===== src/rtl/mc_ctrl_fsm.sv =====
// rtl/mc_ctrl_fsm.sv - multicycle MIPS control unit (IF/ID/EXE/MEM/WB/HALT)
//
// Sequences each instruction through the multicycle states from the latched
// opcode and the ALU zero flag, and decodes every datapath strobe and mux
// select combinationally from the registered state and the opcode.
//
// Optional feature macro: MEM_WAIT_EN
//   defined   - MEM holds while mem_ready=0 (mRD/mWR stay up, PCWre stays 0)
//   undefined - mem_ready is ignored, MEM always lasts one cycle
//
// Ports:
//   CLK        in   system clock, rising edge
//   RST        in   synchronous reset, active-low
//   op         in   opcode IR[31:26], valid from ID onward
//   zero       in   ALU zero flag, valid in EXE
//   mem_ready  in   data-memory ready (MEM_WAIT_EN only)
//   PCWre, IRWre, InsMemRW, RegWre, mRD, mWR        strobes
//   ALUSrcA, ALUSrcB, ALUOp, ExtSel                  ALU selects
//   RegDst, WrRegDSrc, DBDataSrc, PCSrc              datapath mux selects
//   state      out  current state (debug)
//   halted     out  core stopped
module mc_ctrl_fsm #(
  parameter int OPW = 6,
  parameter logic [OPW-1:0] HALT_OP = 6'b111111
) (
  input  logic           CLK,
  input  logic           RST,
  input  logic [OPW-1:0] op,
  input  logic           zero,
  input  logic           mem_ready,
  output logic           PCWre,
  output logic           IRWre,
  output logic           InsMemRW,
  output logic           ALUSrcA,
  output logic           ALUSrcB,
  output logic [2:0]     ALUOp,
  output logic           ExtSel,
  output logic [1:0]     RegDst,
  output logic           RegWre,
  output logic           WrRegDSrc,
  output logic           DBDataSrc,
  output logic           mRD,
  output logic           mWR,
  output logic [1:0]     PCSrc,
  output logic [2:0]     state,
  output logic           halted
);

  typedef enum logic [2:0] {
    S_IF   = 3'b000,
    S_ID   = 3'b001,
    S_EXE  = 3'b010,
    S_MEM  = 3'b011,
    S_WB   = 3'b100,
    S_HALT = 3'b111
  } state_t;

  localparam logic [OPW-1:0] OP_ADD   = 6'b000000;
  localparam logic [OPW-1:0] OP_SUB   = 6'b000001;
  localparam logic [OPW-1:0] OP_ADDIU = 6'b000010;
  localparam logic [OPW-1:0] OP_AND   = 6'b010000;
  localparam logic [OPW-1:0] OP_ANDI  = 6'b010001;
  localparam logic [OPW-1:0] OP_ORI   = 6'b010010;
  localparam logic [OPW-1:0] OP_SLL   = 6'b011000;
  localparam logic [OPW-1:0] OP_SLT   = 6'b100110;
  localparam logic [OPW-1:0] OP_SW    = 6'b110000;
  localparam logic [OPW-1:0] OP_LW    = 6'b110001;
  localparam logic [OPW-1:0] OP_BEQ   = 6'b110100;
  localparam logic [OPW-1:0] OP_BNE   = 6'b110101;
  localparam logic [OPW-1:0] OP_J     = 6'b111000;
  localparam logic [OPW-1:0] OP_JR    = 6'b111001;
  localparam logic [OPW-1:0] OP_JAL   = 6'b111010;

  state_t state_q;

  logic is_rtype, is_imm, is_sw, is_lw, is_beq, is_bne, is_branch;
  logic is_j, is_jr, is_jal, is_jump, is_halt, writes_reg, take_branch;
  logic mem_ok;

  assign is_rtype   = (op == OP_ADD) || (op == OP_SUB) || (op == OP_AND) ||
                      (op == OP_SLL) || (op == OP_SLT);
  assign is_imm     = (op == OP_ADDIU) || (op == OP_ANDI) || (op == OP_ORI);
  assign is_sw      = (op == OP_SW);
  assign is_lw      = (op == OP_LW);
  assign is_beq     = (op == OP_BEQ);
  assign is_bne     = (op == OP_BNE);
  assign is_branch  = is_beq || is_bne;
  assign is_j       = (op == OP_J);
  assign is_jr      = (op == OP_JR);
  assign is_jal     = (op == OP_JAL);
  assign is_jump    = is_j || is_jr || is_jal;
  assign is_halt    = (op == HALT_OP);
  // Unknown opcodes fall through EXE->WB as NOPs: no register write.
  assign writes_reg = is_rtype || is_imm || is_lw;
  assign take_branch = (is_beq && zero) || (is_bne && !zero);

`ifdef MEM_WAIT_EN
  assign mem_ok = mem_ready;
`else
  logic unused_mem_ready;
  assign unused_mem_ready = mem_ready;
  assign mem_ok = 1'b1;
`endif

  assign state = state_q;

  always_ff @(posedge CLK) begin
    if (!RST) begin
      state_q <= S_IF;
    end else begin
      case (state_q)
        S_IF:  state_q <= S_ID;
        S_ID: begin
          if (is_jump)      state_q <= S_IF;
          else if (is_halt) state_q <= S_HALT;
          else              state_q <= S_EXE;
        end
        S_EXE: begin
          if (is_branch)          state_q <= S_IF;
          else if (is_sw || is_lw) state_q <= S_MEM;
          else                    state_q <= S_WB;
        end
        S_MEM: begin
          if (!mem_ok)    state_q <= S_MEM;
          else if (is_lw) state_q <= S_WB;
          else            state_q <= S_IF;
        end
        S_WB:   state_q <= S_IF;
        S_HALT: state_q <= S_HALT;
        default: state_q <= S_IF;
      endcase
    end
  end

  always_comb begin
    PCWre     = 1'b0;
    IRWre     = 1'b0;
    InsMemRW  = 1'b0;
    RegWre    = 1'b0;
    mRD       = 1'b0;
    mWR       = 1'b0;
    PCSrc     = 2'b00;
    halted    = 1'b0;

    // Selects follow the opcode in every state so the datapath sees stable
    // values; only the strobes are state-qualified.
    ALUSrcA   = (op == OP_SLL);
    ALUSrcB   = is_imm || is_sw || is_lw;
    ExtSel    = (op == OP_ADDIU) || is_sw || is_lw || is_branch;
    WrRegDSrc = !is_jal;
    DBDataSrc = is_lw;

    if (is_jal)        RegDst = 2'b00;
    else if (is_rtype) RegDst = 2'b10;
    else               RegDst = 2'b01;

    if ((op == OP_SUB) || is_branch)              ALUOp = 3'b001;
    else if (op == OP_SLT)                        ALUOp = 3'b010;
    else if (op == OP_ORI)                        ALUOp = 3'b011;
    else if ((op == OP_AND) || (op == OP_ANDI))   ALUOp = 3'b100;
    else                                          ALUOp = 3'b000;

    case (state_q)
      S_IF: begin
        IRWre    = 1'b1;
        InsMemRW = 1'b1;
      end
      S_ID: begin
        if (is_jump) begin
          PCWre  = 1'b1;
          PCSrc  = is_jr ? 2'b10 : 2'b11;
          RegWre = is_jal;
        end
      end
      S_EXE: begin
        if (is_branch) begin
          PCWre = 1'b1;
          PCSrc = take_branch ? 2'b01 : 2'b00;
        end
      end
      S_MEM: begin
        mWR = is_sw;
        mRD = is_lw;
        // sw finishes here; with a waiting memory only on the ready cycle.
        PCWre = is_sw && mem_ok;
      end
      S_WB: begin
        RegWre = writes_reg;
        PCWre  = 1'b1;
      end
      S_HALT: halted = 1'b1;
      default: ;
    endcase

    // Reset aborts the instruction: no architectural side effects.
    if (!RST) begin
      PCWre  = 1'b0;
      RegWre = 1'b0;
      mRD    = 1'b0;
      mWR    = 1'b0;
    end
  end

endmodule


===== config.mk =====
export PLATFORM = sky130hd
export DESIGN_NAME = mc_ctrl_fsm
export DESIGN_NICKNAME = d
export VERILOG_FILES = /design/src/rtl/mc_ctrl_fsm.sv
export SDC_FILE = /design/constraint.sdc
export NUM_CORES = 1
export LEC_CHECK = 0
export ABC_AREA = 1
export BUFFER_PORTS_ARGS = -buffer_cell sky130_fd_sc_hd__buf_4
export CORE_AREA = 4 4 41 43
export DETAILED_ROUTE_END_ITERATION = 6
export DIE_AREA = 0 0 45 47
export PLACE_DENSITY_LB_ADDON = 0.08
export SYNTH_ARGS = -nofsm -noshare
export SYNTH_HDL_FRONTEND = slang
export SYNTH_SLANG_ARGS = --single-unit

===== constraint.sdc =====
create_clock -name CLK -period 2.2 [get_ports CLK]
set_input_delay 0 -clock CLK [delete_from_list [all_inputs] [get_ports CLK]]
set_output_delay 0 -clock CLK [all_outputs]
set_load 0.01 [all_outputs]

==> results of run 1 <==
## layer usage
| layer | vias to the layer above | track usage [%] | share of wire [%] |
|---|---|---|---|
| met4 | 0 | 3.51 | 0 |
| met1 | 307 | 20.3 | 45 |
| met2 | 28 | 22.6 | 45 |
| met5 | - | 0 | 0 |
| met3 | 0 | 5.36 | 9.6 |
| li1 | 360 | - | - |
## final cells by class
type / instances / area (µm²)
Fill cell: 143 / 527
Tap cell: 15 / 18.8
Sequential cell: 3 / 60.1
Timing Repair Buffer: 30 / 225
Clock buffer: 4 / 26.3
Inverter: 16 / 61.3
Multi-Input combinational cell: 70 / 383
## cell families (layout without fill, tap and decap cells)
group           count (synthesis)  after routing  synth area share, %
compound gates                 11             11                 13.2
buf+inv                        18             50                 15.3
flops                           3              3                 11.5
xor+xnor                        1              1                 1.67
simple gates                   58             58                 58.4
## synthesized netlist by cell type, drive strengths merged
cell type and n:
a22o 1, o2111ai 1, buf 2, o21a 1, o21ai 1, xor2 1, nand4 2, clkinv 1
a21oi 5, nand3b 1, nand3 12, nor4 2, nor2 20, inv 15, a31oi 1, dfxtp 3
o21bai 1, nand2 20, nor3 1
## power by group through the flow
stage | Clock (mW) | Sequential [mW] | Combinational, mW
6_report | 0.0980 | 0.0653 | 0.118
3_3_place_gp | 0 | 0.0662 | 0.118
2_1_floorplan | 0 | 0.0679 | 0.0692
5_1_grt | 0.111 | 0.0663 | 0.131
4_1_cts | 0.103 | 0.0652 | 0.119
3_5_place_dp | 0 | 0.0661 | 0.118
## critical path, delay by kind of cell (launching register included)
family	cells	cell delay [ps]
DFF	1	350
buffers and inverters	3	310
and+or+nand+nor	3	500
AOI/OAI and AO/OA	1	140
## worst max-delay path by stage
stage               startpoint     to  depth (start not counted)
finish                state[0]  PCWre                          7
global route          state[0]  PCWre                          7
CTS                   state[0]  PCWre                          7
detailed placement    state[0]  PCWre                          7
global placement      state[0]  PCWre                          7
floorplan             state[0]  PCWre                          6
## metrics by stage
step	total power [mW]	hold slack [ps]
after detailed placement	0.185	293
after floorplan	0.137	52.9
after global routing	0.308	116
after global placement	0.184	289
final	0.282	90.3
after CTS	0.287	86.7
==> metrics, run 1 <==
vias in the first global route 595; Min-Delay Path Class input port to register; Die W 45 µm; Setup Viol. Count Final 0; Final Cell Area 774 µm²; max_cap viols 0; core area 1300 µm²; Critical Path RT 2200 ps; peak supply drop 0.272 mV; Layout Cells excl Fill 138; fmax 652 MHz; Hold Fails Final Rpt 0; Setup Total Neg Slack 0 ps; Largest register FFs 3; DRT Pass-1 Iters 4; Clk pwr share 34.8%; Critical Path Source Type register; Layout area overhead 48.1%; most frequent cells in the layout buf_4, nor2_1, inv_1, nand2_1, nand3_1; Core Util, Final 59.5%; # resized after CTS 0; Sw Pwr 0.103 mW; max_slew headroom 77.8%; Final WS setup 666 ps; Clock transition at path regs 30 ps; Die H 47 µm; hold_buf cts 0; crit end category output port; layout cells sized above 1 40.7%; Post-DRT Antenna Nets 0; maximum clock insertion buffer count 2; first-pass GRT wire length 2.37 mm; RSZ-0062 raised after global routing no; Synth Cell Area 523 µm²; Synth top area share 11.5%; critical path class register to output port; Mapped Nets 101; flop-to-flop setup slack 1040 ps; cell-by-cell trace of the critical path inv_1 > nor3_2 > inv_1 > nor2_2 > nor2_1 > a31oi_1 > buf_4; top post-synthesis cells by area dfxtp_1, nor2_1, inv_1; CTS H-tree lvls 1; Ant. Diodes 0; drt wl/cell 10.8 µm; Unique masters post-synth 24; placed standard-cell area 748 µm²; commonest non-fill, non-tap cell in the layout buf_4; minimum clock period 1530 ps; IO Pins 32; Total Die Area 2120 µm²; Worst path most repeated cell inv_1; cells on worst reg2reg path 6; Sw Share 36.6%; FF-to-FF Start state[2]; root cell of the clock tree clkbuf_4; Max stage delay on crit path 350 ps; Int Power 0.179 mW; largest net degree at the start of global routing 8; DP Worst Slack 913 ps; CTS tree done; register area share after synthesis 11.5%; wirelength, routed 1.50 mm; Starting Density 40.2%; Starting DRT DRC Count 27; Worst-Skew Late Latency 240 ps; #FFs+latches synth 3; Syn Area/Cell 5.75 µm²; period utilization 69.7%; antenna violations before repair 0; GPL Wtd Cong 0.820; Post-Synthesis Cells 91; # port buffers 30; postcts setup bufs 0; grt ovf 0; Leak 0.452 nW; Power Density 364 nW/µm²; dpl cells 134; combinational share of power 42.0%; FP Rows 13; worst flop-to-flop path endpoint state[2]; status complete, no violations; Min-Delay Endpoint state[0]; worst-margin pin slew 331 ps; max-slew violations 0; final net count 134; Worst Skew 6.50 ps; hold_sp RST; slowest CP cell dfxtp_1; post-DP HPWL 1.29 mm; Hold Crit Depth 3; TritonCTS buffer count 3; post-DR vias/cell 5.04; clk sinks 3; Vias 695; Yosys warning total 0; Worst Path Max Fanout 5; all-layer global routing usage 15.0%; cell taking the most area after synthesis dfxtp_1; sequential power share 23.2%; Residual DRC 0; crit path DAT 1530 ps
Power figures use the tool's default switching activity.
==> inputs of run 2 (changes only) <==
Settings changed: CORE_AREA 4 4 41 43 to not set, CORE_MARGIN set to 4, CORE_UTILIZATION set to 37, DIE_AREA 0 0 45 47 to not set.
Clock period 2.2 ns to 1.35 ns, I/O delays scaled along.
==> run 2 against run 1 <==
Net effect: register-to-register slack got worse by 780 ps; design area up 3.6%; die area is 1.7% lower; utilization increased by 1.4 points; worst hold slack better by 0.52 ps; global-route usage is 0.50 points lower; total power grew 67%; clock-buffer cell count did not move; first-iteration DRC count fell by 81%; clock power grew 59%; sequential share of layout area increased by 0.20 points; setup slack got worse by 630 ps; critical path type unchanged; highest routed layer unchanged.
==> metrics, run 2 (synthesized netlist as in run 1, its figures left out) <==
Vias 684 (-1.6%); post-DR vias/cell 4.89 (-3.0%); Die W 45.6 µm (+1.3%); core area 1320 µm² (+1.2%); Setup Total Neg Slack 0 ps (unchanged); GPL Wtd Cong 0.811 (-1.1%); Worst-Skew Late Latency 230 ps (about the same); final net count 136 (+1.5%); max_slew headroom 83.2% (+5.4 points); critical path class register to output port; vias in the first global route 556 (-6.6%); Sw Pwr 0.171 mW (+66%); max-slew violations 0 (unchanged); Core Util, Final 60.9% (+1.4 points); Worst Skew 6.82 ps (+0.320 ps); peak supply drop 0.524 mV (+93%); Layout area overhead 53.3%; Power, Total 0.472 mW (+67%); maximum clock insertion buffer count 2 (unchanged); clk sinks 3 (unchanged); FP Rows 13 (unchanged); drt wl/cell 10.7 µm (-1.4%); post-DP HPWL 1.25 mm (-3.2%); Layout Cells excl Fill 140 (+1.4%); Final WS setup 40.1 ps (-626 ps); Final Cell Area 802 µm² (+3.6%); crit end category output port; # port buffers 30 (unchanged); crit path DAT 1310 ps (-220 ps); layout cells sized above 1 46.4% (+5.7 points); CTS H-tree lvls 1 (unchanged); grt ovf 0 (unchanged); Int Power 0.300 mW (+68%); Power Density 588 nW/µm² (+62%); most frequent cells in the layout buf_4, nor2_1, nand2_1, inv_1, nand3_1; wirelength, routed 1.50 mm (unchanged); largest net degree at the start of global routing 8 (unchanged); dpl cells 135 (+0.75%); antenna violations before repair 0 (unchanged); Starting Density 39.7% (-0.50 points); DP Worst Slack 190 ps (-724 ps); first-pass GRT wire length 2.26 mm (-4.4%); Leak 0.461 nW (+2.0%); Ant. Diodes 0 (unchanged); sequential power share 23.6% (+0.4 points); TritonCTS buffer count 3 (unchanged); worst-margin pin slew 252 ps (-79.8 ps); Critical Path RT 1350 ps (-850 ps); worst hold slack 90.9 ps (+0.519 ps); fmax 763 MHz; hold_buf cts 0 (unchanged); Largest register FFs 3 (unchanged); Worst Path Max Fanout 6 (+1); Clk pwr share 33.2% (-1.6 points); period utilization 97.0%; commonest non-fill, non-tap cell in the layout buf_4; placed standard-cell area 756 µm² (+1.0%); Residual DRC 0 (unchanged); RSZ-0062 raised after global routing yes; IO Pins 32 (unchanged); Total Die Area 2080 µm² (-1.7%); Min-Delay Path Class input port to register; Hold Fails Final Rpt 0 (unchanged); status complete, no violations; Post-DRT Antenna Nets 0 (unchanged); Clock transition at path regs 40 ps (about the same); max_cap viols 0 (unchanged); Die H 45.6 µm (-3.0%); combinational share of power 43.3% (+1.3 points); Starting DRT DRC Count 5 (-81%); Critical Path Source Type register; all-layer global routing usage 14.5% (-0.50 points); Sw Share 36.3% (-0.34 points); root cell of the clock tree clkbuf_4; minimum clock period 1310 ps; DRT Pass-1 Iters 4 (unchanged); CTS tree done; Setup Viol. Count Final 0 (unchanged)
## run 2: cell count changes in the layout (fill, tap and decap cells not counted)
cell	change
nor3_4	+1
buf_4	+2
dfxtp_2	+3
dfxtp_1	-3
inv_2	+2
inv_1	-2
nor3_2	-1
nor2_2	+1
nor2_1	-1
## run 2: layout make-up
class | count | area [µm²]
clock buffers | 4 | 26.3
flip-flops and latches | 3 | 63.8
repair buffers | 32 | 240
well taps | 15 | 18.8
inverters | 16 | 61.3
multi-input cells | 70 | 392
fillers | 136 | 515
## run 2: path summary, 6_finish.rpt
check                              start  cells after the start  endpoint  slack, ps
worst min-delay path                 RST                      3  state[0]         90
worst max register to register  state[2]                      6  state[2]        260
worst min register to register  state[2]                      2  state[2]        660
worst max-delay path            state[2]                      6     PCWre         40
## run 2: routing by layer
metal / up-vias / share of wire, % / global-route usage (%) / routed length, µm
li1: 362 / - / - / -
met1: 299 / 46 / 21.4 / 688
met2: 23 / 45 / 20.3 / 672
met3: 0 / 9.2 / 3.95 / 137
met4: 0 / 0 / 3.51 / 0
met5: - / 0 / 0 / 0
## run 2: worst max-delay path: stages, from the launching register on
cell and delay (ps):
dfxtp_2 350, inv_2 100, nand3_1 120, nor2_2 140, nor2_1 70, a31oi_1 140
buf_4 150
## run 2: power by group through the flow
stage	logic, mW	clock network, mW	registers, mW
finish	0.204	0.156	0.111
global route	0.224	0.172	0.113
CTS	0.201	0.159	0.108
detailed placement	0.199	0	0.108
global placement	0.198	0	0.108
floorplan	0.113	0	0.111
## run 2: timing repair
item                       4_1_cts  5_1_grt
pin swaps                        2        2
gates resized for setup          2        5
setup buffers                    1        0
setup endpoints to repair        1        3
